[config.mk]
export PLATFORM = sky130hd
export DESIGN_NAME = input_conditioner
export DESIGN_NICKNAME = d
export VERILOG_FILES = /design/src/rtl/input_conditioner.sv
export SDC_FILE = /design/constraint.sdc
export NUM_CORES = 1
export LEC_CHECK = 0
export CAP_MARGIN = 20
export CORE_MARGIN = 10
export CORE_UTILIZATION = 53
export DETAILED_ROUTE_END_ITERATION = 16
export PLACE_DENSITY_LB_ADDON = 0.25
export SETUP_SLACK_MARGIN = 0.3
export SLEW_MARGIN = 30
export SYNTH_ARGS = -nofsm -noshare
export SYNTH_HDL_FRONTEND = slang
export SYNTH_SLANG_ARGS = --single-unit
[constraint.sdc]
create_clock -name clk -period 2.7 [get_ports clk]
set_input_delay 0.27 -clock clk [delete_from_list [all_inputs] [get_ports clk]]
set_output_delay 0.27 -clock clk [all_outputs]
set_load 0.02 [all_outputs]
[src/rtl/input_conditioner.sv]
// Pad-to-core input conditioner.
// The raw button and X switches are synchronised into clk. The button is
// debounced and produces one-cycle press/release events. On each accepted
// press the synchronised X value is captured into a valid/ready output
// register for the core.
module input_conditioner #(
  parameter int SYNC_STAGES     = 2,      // 2..4
  parameter int DEBOUNCE_CYCLES = 50000,  // >= 2
  parameter int X_W             = 4
) (
  input  logic           clk,
  input  logic           rst,
  input  logic           button_i,
  input  logic [X_W-1:0] x_i,
  output logic [X_W-1:0] x_sync_o,
  output logic           level_o,
  output logic           press_o,
  output logic           release_o,
  output logic [X_W-1:0] data_o,
  output logic           valid_o,
  input  logic           ready_i,
  output logic           overrun_o
);

  localparam int CNT_W = $clog2(DEBOUNCE_CYCLES);
  localparam logic [CNT_W-1:0] CNT_LAST = CNT_W'(DEBOUNCE_CYCLES - 1);

  typedef enum logic [1:0] {
    DB_LOW,
    DB_WAIT_HIGH,
    DB_HIGH,
    DB_WAIT_LOW
  } db_state_t;

  logic [SYNC_STAGES-1:0] b_sync;
  logic [X_W-1:0]         x_sync [SYNC_STAGES];
  logic                   b_s;
  db_state_t              db_state;
  logic [CNT_W-1:0]       db_cnt;
  logic                   transfer;

  assign b_s      = b_sync[SYNC_STAGES-1];
  assign x_sync_o = x_sync[SYNC_STAGES-1];
  assign transfer = valid_o && ready_i;

  // Synchroniser chains: bit/stage 0 samples the pad, the last stage feeds the core.
  always_ff @(posedge clk) begin
    if (rst) begin
      b_sync <= '0;
      for (int i = 0; i < SYNC_STAGES; i++) x_sync[i] <= '0;
    end else begin
      // NOTE: non-blocking assignments make every stage take its neighbour's
      // old value, so the chain really is SYNC_STAGES flops deep.
      b_sync    <= {b_sync[SYNC_STAGES-2:0], button_i};
      x_sync[0] <= x_i;
      for (int i = 1; i < SYNC_STAGES; i++) x_sync[i] <= x_sync[i-1];
    end
  end

  // Debounce FSM: a level change is accepted after DEBOUNCE_CYCLES consecutive
  // samples at the new level; a single contrary sample restarts the count.
  always_ff @(posedge clk) begin
    if (rst) begin
      db_state  <= DB_LOW;
      db_cnt    <= '0;
      level_o   <= 1'b0;
      press_o   <= 1'b0;
      release_o <= 1'b0;
    end else begin
      // NOTE: pulses default low here and are raised only on the accepting
      // edge, which keeps them exactly one cycle wide.
      press_o   <= 1'b0;
      release_o <= 1'b0;
      unique case (db_state)
        DB_LOW: begin
          if (b_s) begin
            db_state <= DB_WAIT_HIGH;
            db_cnt   <= CNT_W'(1);
          end
        end
        DB_WAIT_HIGH: begin
          if (!b_s) begin
            db_state <= DB_LOW;
            db_cnt   <= '0;
          end else if (db_cnt == CNT_LAST) begin
            db_state <= DB_HIGH;
            db_cnt   <= '0;
            level_o  <= 1'b1;
            press_o  <= 1'b1;
          end else begin
            db_cnt <= db_cnt + CNT_W'(1);
          end
        end
        DB_HIGH: begin
          if (!b_s) begin
            db_state <= DB_WAIT_LOW;
            db_cnt   <= CNT_W'(1);
          end
        end
        DB_WAIT_LOW: begin
          if (b_s) begin
            db_state <= DB_HIGH;
            db_cnt   <= '0;
          end else if (db_cnt == CNT_LAST) begin
            db_state  <= DB_LOW;
            db_cnt    <= '0;
            level_o   <= 1'b0;
            release_o <= 1'b1;
          end else begin
            db_cnt <= db_cnt + CNT_W'(1);
          end
        end
        default: begin
          db_state <= DB_LOW;
          db_cnt   <= '0;
        end
      endcase
    end
  end

  // Capture register: load X on press when empty or draining this cycle,
  // otherwise flag the lost press; a plain transfer just empties it.
  always_ff @(posedge clk) begin
    if (rst) begin
      data_o    <= '0;
      valid_o   <= 1'b0;
      overrun_o <= 1'b0;
    end else if (press_o) begin
      if (!valid_o || transfer) begin
        data_o  <= x_sync_o;
        valid_o <= 1'b1;
      end else begin
        overrun_o <= 1'b1;
      end
    end else if (transfer) begin
      valid_o <= 1'b0;
    end
  end

endmodule
==> metrics.md <==
| Metric | Value |
|---|---|
| Pre-antenna DRT Iters | 4 |
| GR Overflow Total | 0 |
| Clock Pin Slew Worst Setup and Hold Paths | 120 ps |
| Routability cong. | 0.800 |
| Worst setup EP type | flop |
| Worst slew margin | 0.622 |
| Vias | 1285 |
| Clk_skew | 20.8 ps |
| Max_cap viols | 0 |
| Row Count | 19 |
| TritonCTS clock tree | yes |
| CP cell instances | or4b_4, nor4_4, or3_1, o21ai_1, a22o_1 |
| Synth Register Bits | 37 |
| Mapped cell area | 1570 um^2 |
| CORE AREA | 2780 um^2 |
| Worst Path Max Fanout | 8 |
| PortBufs | 20 |
| Fin. Hold Viols | 0 |
| H-tree Lvls | 2 |
| Clock power share | 0.377 |
| Crit path time final | 2110 ps |
| Maximum VDD drop | 0.725 mV |
| Die width | 74.3 um |
| Fraction of layout cells with a size suffix above 1 | 0.0885 |
| Root Buffer | clkbuf_4 |
| Commonest non-fill, non-tap cells in the layout | dfxtp_1, clkdlybuf4s50_1, nor2_1 |
| Slowest cell delay on critical path | 560 ps |
| Remaining DRCs | 0 |
| TritonCTS Buffers | 5 |
| Cell variety after synth | 42 |
| WP data arrival | 2360 ps |
| Crit path launch type | flop |
| Leak Pwr | 0.659 nW |
| Antenna fix cells | 0 |
| Yosys top cell by area | dfxtp_1 |
| Reg power frac | 0.564 |
| Data required, critical path | 2950 ps |
| Largest net degree at the start of global routing | 17 |
| Vias per Instance | 5.76 |
| Commonest non-fill, non-tap cell in the layout | dfxtp_1 |
| Starting DRC count in detailed routing | 163 |
| Num Clock Sinks | 37 |
| Switch Pwr | 221 uW |
| Clk buf depth | 2 |
| RSZ-0062 raised after global routing | false |
| Final net count | 200 |
| Combinational power share | 0.060 |
| Int Power | 785 uW |
| Worst path slowest cell | or4b_4 |
| Power density cells | 549 nW/um^2 |
| Slew @ Worst Pin | 563 ps |
| # IOs | 21 |
| Post-CTS sizing | 0 |
| Post-Syn Instances | 174 |
| Area contributors post-synth | dfxtp_1, nor2b_1, nor2_1, a21oi_1, nand2_1 |
| Max Slew Vio Count | 0 |
| Net Sw Frac | 0.220 |
| Postcts setup bufs | 0 |
| Fmax achieved | 0.474 GHz |
| Total GRT Usage | 0.128 |
| Ys Warns | 0 |
| Min-delay worst type | flop to flop |
| Final period util | 0.781 |
| Antenna violations before repair | 0 |
| Hold_buf cts | 0 |
| Setup TNS | 0 ps |
| Routed Antenna Nets | 0 |
| Final HPWL from detailed placement | 2320 um |
| Die ar. | 5530 um^2 |
| Starting Density | 0.563 |
| Final setup fails | 0 |
| Wirelength per Cell | 13.9 um |
| Synth top area share | 0.473 |
| Die height | 74.3 um |
| Sequential area share after synthesis | 0.473 |
| Core Util, Final | 0.659 |
| Drt total wl | 3090 um |
| Status | finished clean |
| Skew-Pair Late Insertion Delay | 350 ps |
| Syn_nets | 183 |
| Synthesis-to-finish area growth | 17.1% |
| Vias in the first global route | 1239 |
| Setup CP Type | flop to flop |
| First-pass GRT wire length | 5620 um |
| Layout fillers | 227 |
| Mean Syn Cell Area | 9.00 um^2 |
through the flow:
stage	power (mW)	instances	hold slack [ps]	cell area [um^2]	worst slack (ps)
final	1.01	223	446	1830	592
after global routing	1.05	223	458	1830	448
after CTS	1.02	223	452	1830	594
after detailed placement	0.639	215	426	1750	613
after global placement	0.636	215	419	1750	706
after floorplan	0.617	174	398	1570	816
metal layers:
metal,vias to the layer above,wire length [um],GRT usage
met2,39,1500,0.206
met5,-,0,0
met3,5,172,0.0519
met1,603,1380,0.148
li1,638,-,-
met4,0,42,0.0488
critical path, delay by kind of cell (launching register included):
| kind | cells | cell delay (ps) |
|---|---|---|
| AND/OR/NAND/NOR | 3 | 1270 |
| flip-flops | 1 | 380 |
| AO/OA/AOI/OAI | 2 | 360 |
cell families after synthesis:
group,after synthesis,synth area share
buffers and inverters,17,0.0567
adders and majority gates,1,0.00799
and+or+nand+nor,74,0.259
DFF,37,0.473
xor gates and xnor gates,3,0.0216
AOI/OAI and AO/OA,38,0.156
muxes,4,0.0256
power by group through the flow:
stage / combinational, mW / clock [mW] / sequential (mW)
after floorplan: 0.0394 / 0 / 0.577
after global placement: 0.0576 / 0 / 0.579
after detailed placement: 0.0598 / 0 / 0.580
after CTS: 0.0602 / 0.390 / 0.567
after global routing: 0.0668 / 0.416 / 0.570
final: 0.0601 / 0.379 / 0.567
Yosys cell counts:
| master | count |
|---|---|
| a31oi_1 | 7 |
| o31a_1 | 1 |
| clkbuf_1 | 4 |
| nor2b_1 | 12 |
| a41oi_1 | 1 |
| nand2_1 | 13 |
| nor4_1 | 1 |
| o21ai_0 | 6 |
| or4b_4 | 1 |
| buf_2 | 1 |
| nand2b_1 | 1 |
| buf_4 | 6 |
| o21ai_1 | 3 |
| or3_1 | 3 |
| nor2_1 | 17 |
| clkbuf_2 | 1 |
| nand4b_1 | 1 |
| nor3_1 | 9 |
| mux2i_1 | 4 |
| nand4_1 | 4 |
| nor4b_1 | 2 |
| inv_1 | 4 |
| buf_1 | 1 |
| nand2_2 | 1 |
| a21oi_1 | 10 |
| or4b_1 | 1 |
| o31ai_2 | 1 |
| a21o_1 | 4 |
| or2_2 | 1 |
| xnor2_1 | 1 |
| dfxtp_1 | 37 |
| o21a_1 | 1 |
| xor2_2 | 1 |
| a22oi_1 | 1 |
| nor4_4 | 1 |
| nand3_1 | 5 |
| o2bb2ai_1 | 1 |
| xor2_1 | 1 |
| a22o_1 | 1 |
| a31oi_2 | 1 |
| nand3b_1 | 1 |
| ha_1 | 1 |
registers in the layout, indices dropped and copies added (netlist names), named ones only:
register and cells:
db_cnt 16, data_o 4, press_o 1, release_o 1, db_state 1, b_sync 2, x_sync 8, overrun_o 1
valid_o 1, level_o 1
cell type report:
class,count,area [um^2],share of cell area
Tap cell,31,38.8,0.0212
Multi-Input combinational cell,120,736,0.401
Inverter,4,15.0,0.00819
Sequential cell,37,741,0.404
Timing Repair Buffer,23,223,0.122
Clock inverter,2,38.8,0.0212
Clock buffer,6,41.3,0.0225
final timing paths:
kind | from | endpoint | slack, ps | depth (start not counted)
setup / recovery | db_cnt[7] | db_cnt[5] | 590 | 5
hold / removal | x_sync[0][1] | x_sync[0][5] | 450 | 1
setup reg to reg | db_cnt[7] | db_cnt[5] | 590 | 5
hold reg to reg | x_sync[0][1] | x_sync[0][5] | 450 | 1
Power figures use the tool's default switching activity.
